==> src/rtl/reg_read_mux.sv <==
// Multi-port register file with one write port and NUM_RD registered read ports.
// Each read port returns data one clock after its request, with optional bypass and zero register.
module reg_read_mux #(
    parameter int DATA_W   = 32,
    parameter int ADDR_W   = 5,
    parameter int NUM_REGS = 32,
    parameter int NUM_RD   = 2,
    parameter bit ZERO_REG = 1'b1,
    parameter bit BYPASS   = 1'b1
) (
    input  logic                     clk,
    input  logic                     rst,
    input  logic [NUM_RD-1:0]        rd_en,
    input  logic [NUM_RD*ADDR_W-1:0] rd_adr,
    input  logic                     wr_en,
    input  logic [ADDR_W-1:0]        wr_adr,
    input  logic [DATA_W-1:0]        wr_data,
    output logic [NUM_RD*DATA_W-1:0] rd_data,
    output logic [NUM_RD-1:0]        rd_valid,
    output logic [NUM_RD-1:0]        rd_err
);

    // Array index width; the range check below guarantees the upper address bits are zero.
    localparam int              IDX_W     = $clog2(NUM_REGS);
    localparam logic [ADDR_W:0] REG_LIMIT = (ADDR_W + 1)'(NUM_REGS);

    // Full-width comparison, so addresses at or above NUM_REGS never alias a real register.
    function automatic logic in_range(input logic [ADDR_W-1:0] adr);
        return {1'b0, adr} < REG_LIMIT;
    endfunction

    function automatic logic is_zero_reg(input logic [ADDR_W-1:0] adr);
        return ZERO_REG && (adr == '0);
    endfunction

    logic [DATA_W-1:0] regs [NUM_REGS];
    logic              wr_accept;
    logic [IDX_W-1:0]  wr_idx;

    assign wr_accept = wr_en && in_range(wr_adr) && !is_zero_reg(wr_adr);
    assign wr_idx    = wr_adr[IDX_W-1:0];

    // NOTE: the storage array is reset because the register file must read as zero after reset;
    // this costs a reset net on every flop, which is accepted here.
    always_ff @(posedge clk or posedge rst) begin
        if (rst) begin
            for (int i = 0; i < NUM_REGS; i++) begin
                regs[i] <= '0;
            end
        end else if (wr_accept) begin
            // NOTE: non-blocking assignment so every read below sees the pre-edge contents.
            regs[wr_idx] <= wr_data;
        end
    end

    for (genvar p = 0; p < NUM_RD; p++) begin : g_port
        logic [ADDR_W-1:0] adr;
        logic [IDX_W-1:0]  idx;
        logic [DATA_W-1:0] data_nxt;
        logic              err_nxt;
        logic [DATA_W-1:0] data_q;
        logic              err_q;
        logic              valid_q;

        assign adr = rd_adr[p*ADDR_W +: ADDR_W];
        assign idx = adr[IDX_W-1:0];

        always_comb begin
            // NOTE: defaults first so every path assigns both outputs and no latch is inferred.
            data_nxt = '0;
            err_nxt  = 1'b0;
            if (!in_range(adr)) begin
                err_nxt = 1'b1;
            end else if (is_zero_reg(adr)) begin
                data_nxt = '0;
            end else if (BYPASS && wr_accept && (wr_adr == adr)) begin
                data_nxt = wr_data;
            end else begin
                data_nxt = regs[idx];
            end
        end

        // Data and error hold between reads; valid is a one-cycle pulse per accepted read.
        always_ff @(posedge clk or posedge rst) begin
            if (rst) begin
                data_q  <= '0;
                err_q   <= 1'b0;
                valid_q <= 1'b0;
            end else if (rd_en[p]) begin
                data_q  <= data_nxt;
                err_q   <= err_nxt;
                valid_q <= 1'b1;
            end else begin
                valid_q <= 1'b0;
            end
        end

        assign rd_data[p*DATA_W +: DATA_W] = data_q;
        assign rd_err[p]                   = err_q;
        assign rd_valid[p]                 = valid_q;
    end

endmodule

==> config.mk <==
export PLATFORM = sky130hd
export DESIGN_NAME = reg_read_mux
export DESIGN_NICKNAME = d
export VERILOG_FILES = /design/src/rtl/reg_read_mux.sv
export SDC_FILE = /design/constraint.sdc
export NUM_CORES = 2
export LEC_CHECK = 0
export CORE_MARGIN = 5
export CORE_UTILIZATION = 50
export CTS_CLUSTER_DIAMETER = 30
export CTS_CLUSTER_SIZE = 30
export DETAILED_ROUTE_END_ITERATION = 10
export MAX_ROUTING_LAYER = met4
export PLACE_DENSITY = 0.76
export SLEW_MARGIN = 20
export SYNTH_ARGS = -nofsm -noshare
export SYNTH_HDL_FRONTEND = slang
export SYNTH_SLANG_ARGS = --single-unit
export TNS_END_PERCENT = 5
==> constraint.sdc <==
create_clock -name clk -period 41.2 [get_ports clk]
set_clock_uncertainty 0.2 [all_clocks]
set_input_delay 12.36 -clock clk [delete_from_list [all_inputs] [get_ports clk]]
set_output_delay 12.36 -clock clk [all_outputs]
set_load 0.01 [all_outputs]
==> results.cfg <==
[drt]
antenna_left = 0
via_count = 37500
drc_errors = 0
drt_iter0_drc = 3942
wl_per_cell_um = 30.6
drt_wl_total_mm = 171
firstDrtPassIters = 6
via_per_inst = 6.71

[clock_network]
clockBufferDepth = 3
htree_levels = 4
cts_tree = built
cts_buffers = 205
cts.sinks = 1090
ctsResizeCount = 0
cts.clk_slew.worst_paths_ns = 0.05
cts_root_buf = clkbuf_16
cts_hold_buffers = 0
clk_latency_ns = 0.81
cts_setup_buffers = 0

[sta]
worstMarginPinSlew_ns = 1.27
layout_setup_ws_ns = 25.40
period_share = 0.383
rsz0062_at_grt = no
hold_viol_final = 0
fin_tns_setup_ns = 0
relSlewSlack = 0.150
slew_violations = 0
layout_min_cycle_time_ns = 15.80
setup_viol = 0
max_freq_mhz = 63.3

[power_and_ir_drop]
power_density_mw_per_mm2 = 56.9
power.total_mw = 3.80
cellLeakagePower_nw = 29.3
ir_worst_vdd_mv = 0.0479

[logic_synthesis]
async_flop_share = 1.00
netlist_area_mm2 = 0.0578
synth_top_cell_area_share = 0.472
synthFlopType = dfrtp_1
seq_area_frac_synth = 0.472
synth_most_common_cell = dfrtp_1
yosysTopAreaCell = dfrtp_1
synth_common_cells = 1,090 x dfrtp_1, 1,023 x mux2_2, 440 x mux4_2
netlist_top_cells_area = dfrtp_1 47%, mux2_2 20%, mux4_2 17%
synth_seq_cells = 1090
yosysWarnings = 0
synth.distinct_cells = 58
synth.avg_cell_area_um2 = 14.6
synth_edf_count = 0
synthCells = 3948

[floorplanning]
rows = 124
die_w_um = 350
die_h_um = 350
ios = 120
core_mm2 = 0.115
fp.dieArea_mm2 = 0.123
start_util = 0.504

[setup_path]
cpLargestDelayFamily = buffers and inverters
r2r_cells = 4
arrival_ns = 16.30
critical_path_buf_inv_count = 3
crit_slowest_cell = or2_2
cp-end-kind = register
path_max_fanout = 56
critPathLaunchType = input port
crit_chain = buf_6, buf_4, or2_2, o41ai_1, nor4_4, buf_4, a21oi_1, o31ai_2
cp.depth = 8
path_common_cell = buf_4
slowest_delay_ns = 1.01
cp.required_ns = 41.70
worst-setup-path-type = in -> reg

[place]
postPlaceCellArea_mm2 = 0.0596
hpwl_mm = 94.3
place_congestion = 0.813
io_buffers = 117
place_ws_ns = 24.75

[final_layout]
nets = 3959
multi_input_area_mm2 = 0.0287
finish.utilization = 0.583
fin_area_mm2 = 0.0668
n_fill_cell = 8530
seqCellArea_mm2 = 0.0273
syn_to_final_growth_pct = 15.6
final_layout_size_suffix_gt1_frac = 0.497

[global_route]
overflow = 0
grt_start_max_net_pins = 175
first_global_vias = 39300
track_usage = 0.290
grt_pass1_wl_mm = 258
antenna_found_initial = 8

[job]
cap_violations = 0

[worst_hold_path]
hold_path.class = reg -> reg
holdPathStages = 0

[outcome]
status = completed
[placed cells by master, fill, tap and decap left out, drive strengths merged, types with 57 or more instances in the layout]
master         netlist  routed
a22oi               76      76
nand2               83      83
nor2b               70      70
clkbuf             182     255
mux2i              266     266
clkdlybuf4s50        0      79
mux4               440     440
dfrtp             1090    1090
o22ai               76      76
a21oi              101     101
buf                262     116
mux2              1024    1024
o21ai               57      57
[routing by layer]
metal,vias to the layer above,GRT usage,share of wire
met2,1828,0.431,0.46
met3,399,0.0912,0.10
met5,-,-,0
met1,20200,0.383,0.40
met4,0,0.0952,0.033
li1,15100,-,-
[power breakdown]
part | internal [mW] | total [mW] | switching [mW]
sequential | 1.28 | 1.43 | 0.156
clock | 1.16 | 1.75 | 0.588
combinational | 0.372 | 0.623 | 0.250
[stage by stage]
stage          hold WS (ns)  instances
6_report              0.190       5592
5_1_grt               0.199       5590
4_1_cts               0.194       5585
3_5_place_dp          0.182       5211
3_3_place_gp          0.178       5211
2_1_floorplan         0.241       3949
[cell families after synthesis]
logic type	count (synthesis)	share of synthesized area
AO/OA/AOI/OAI	427	0.0519
XOR/XNOR	10	0.00151
buffers and inverters	448	0.0361
flip-flops	1090	0.472
multiplexers	1730	0.417
other	1	0.0000649
AND/OR/NAND/NOR	242	0.0218
[layout make-up]
class | instances | area share
multi-input cells | 2411 | 0.429
flip-flops and latches | 1090 | 0.408
clock buffers | 255 | 0.0850
well taps | 1512 | 0.0283
repair buffers | 195 | 0.0255
clock inverters | 119 | 0.0238
inverters | 4 | 0.000281
diodes | 6 | 0.000225
[final timing paths]
check	startpoint	end	slack, ns
hold / removal	regs[995]$_DFFE_PP0P_	regs[995]$_DFFE_PP0P_	0.19
max in group asynchronous	rst	regs[696]$_DFFE_PP0P_	26.30
setup / recovery	rd_adr[1]	g_port[0].data_q[13]$_DFFE_PP0P_	25.40
min in group asynchronous	rst	regs[767]$_DFFE_PP0P_	11.64
hold reg to reg	regs[995]$_DFFE_PP0P_	regs[995]$_DFFE_PP0P_	0.19
setup reg to reg	regs[572]$_DFFE_PP0P_	g_port[1].data_q[28]$_DFFE_PP0P_	39.21
[sequential cells by signal (all words and copies together), names as in the netlist]
register,flops
g_port.data_q,64
regs,1024
g_port.valid_q,2
(Power assumes the default switching activity.)
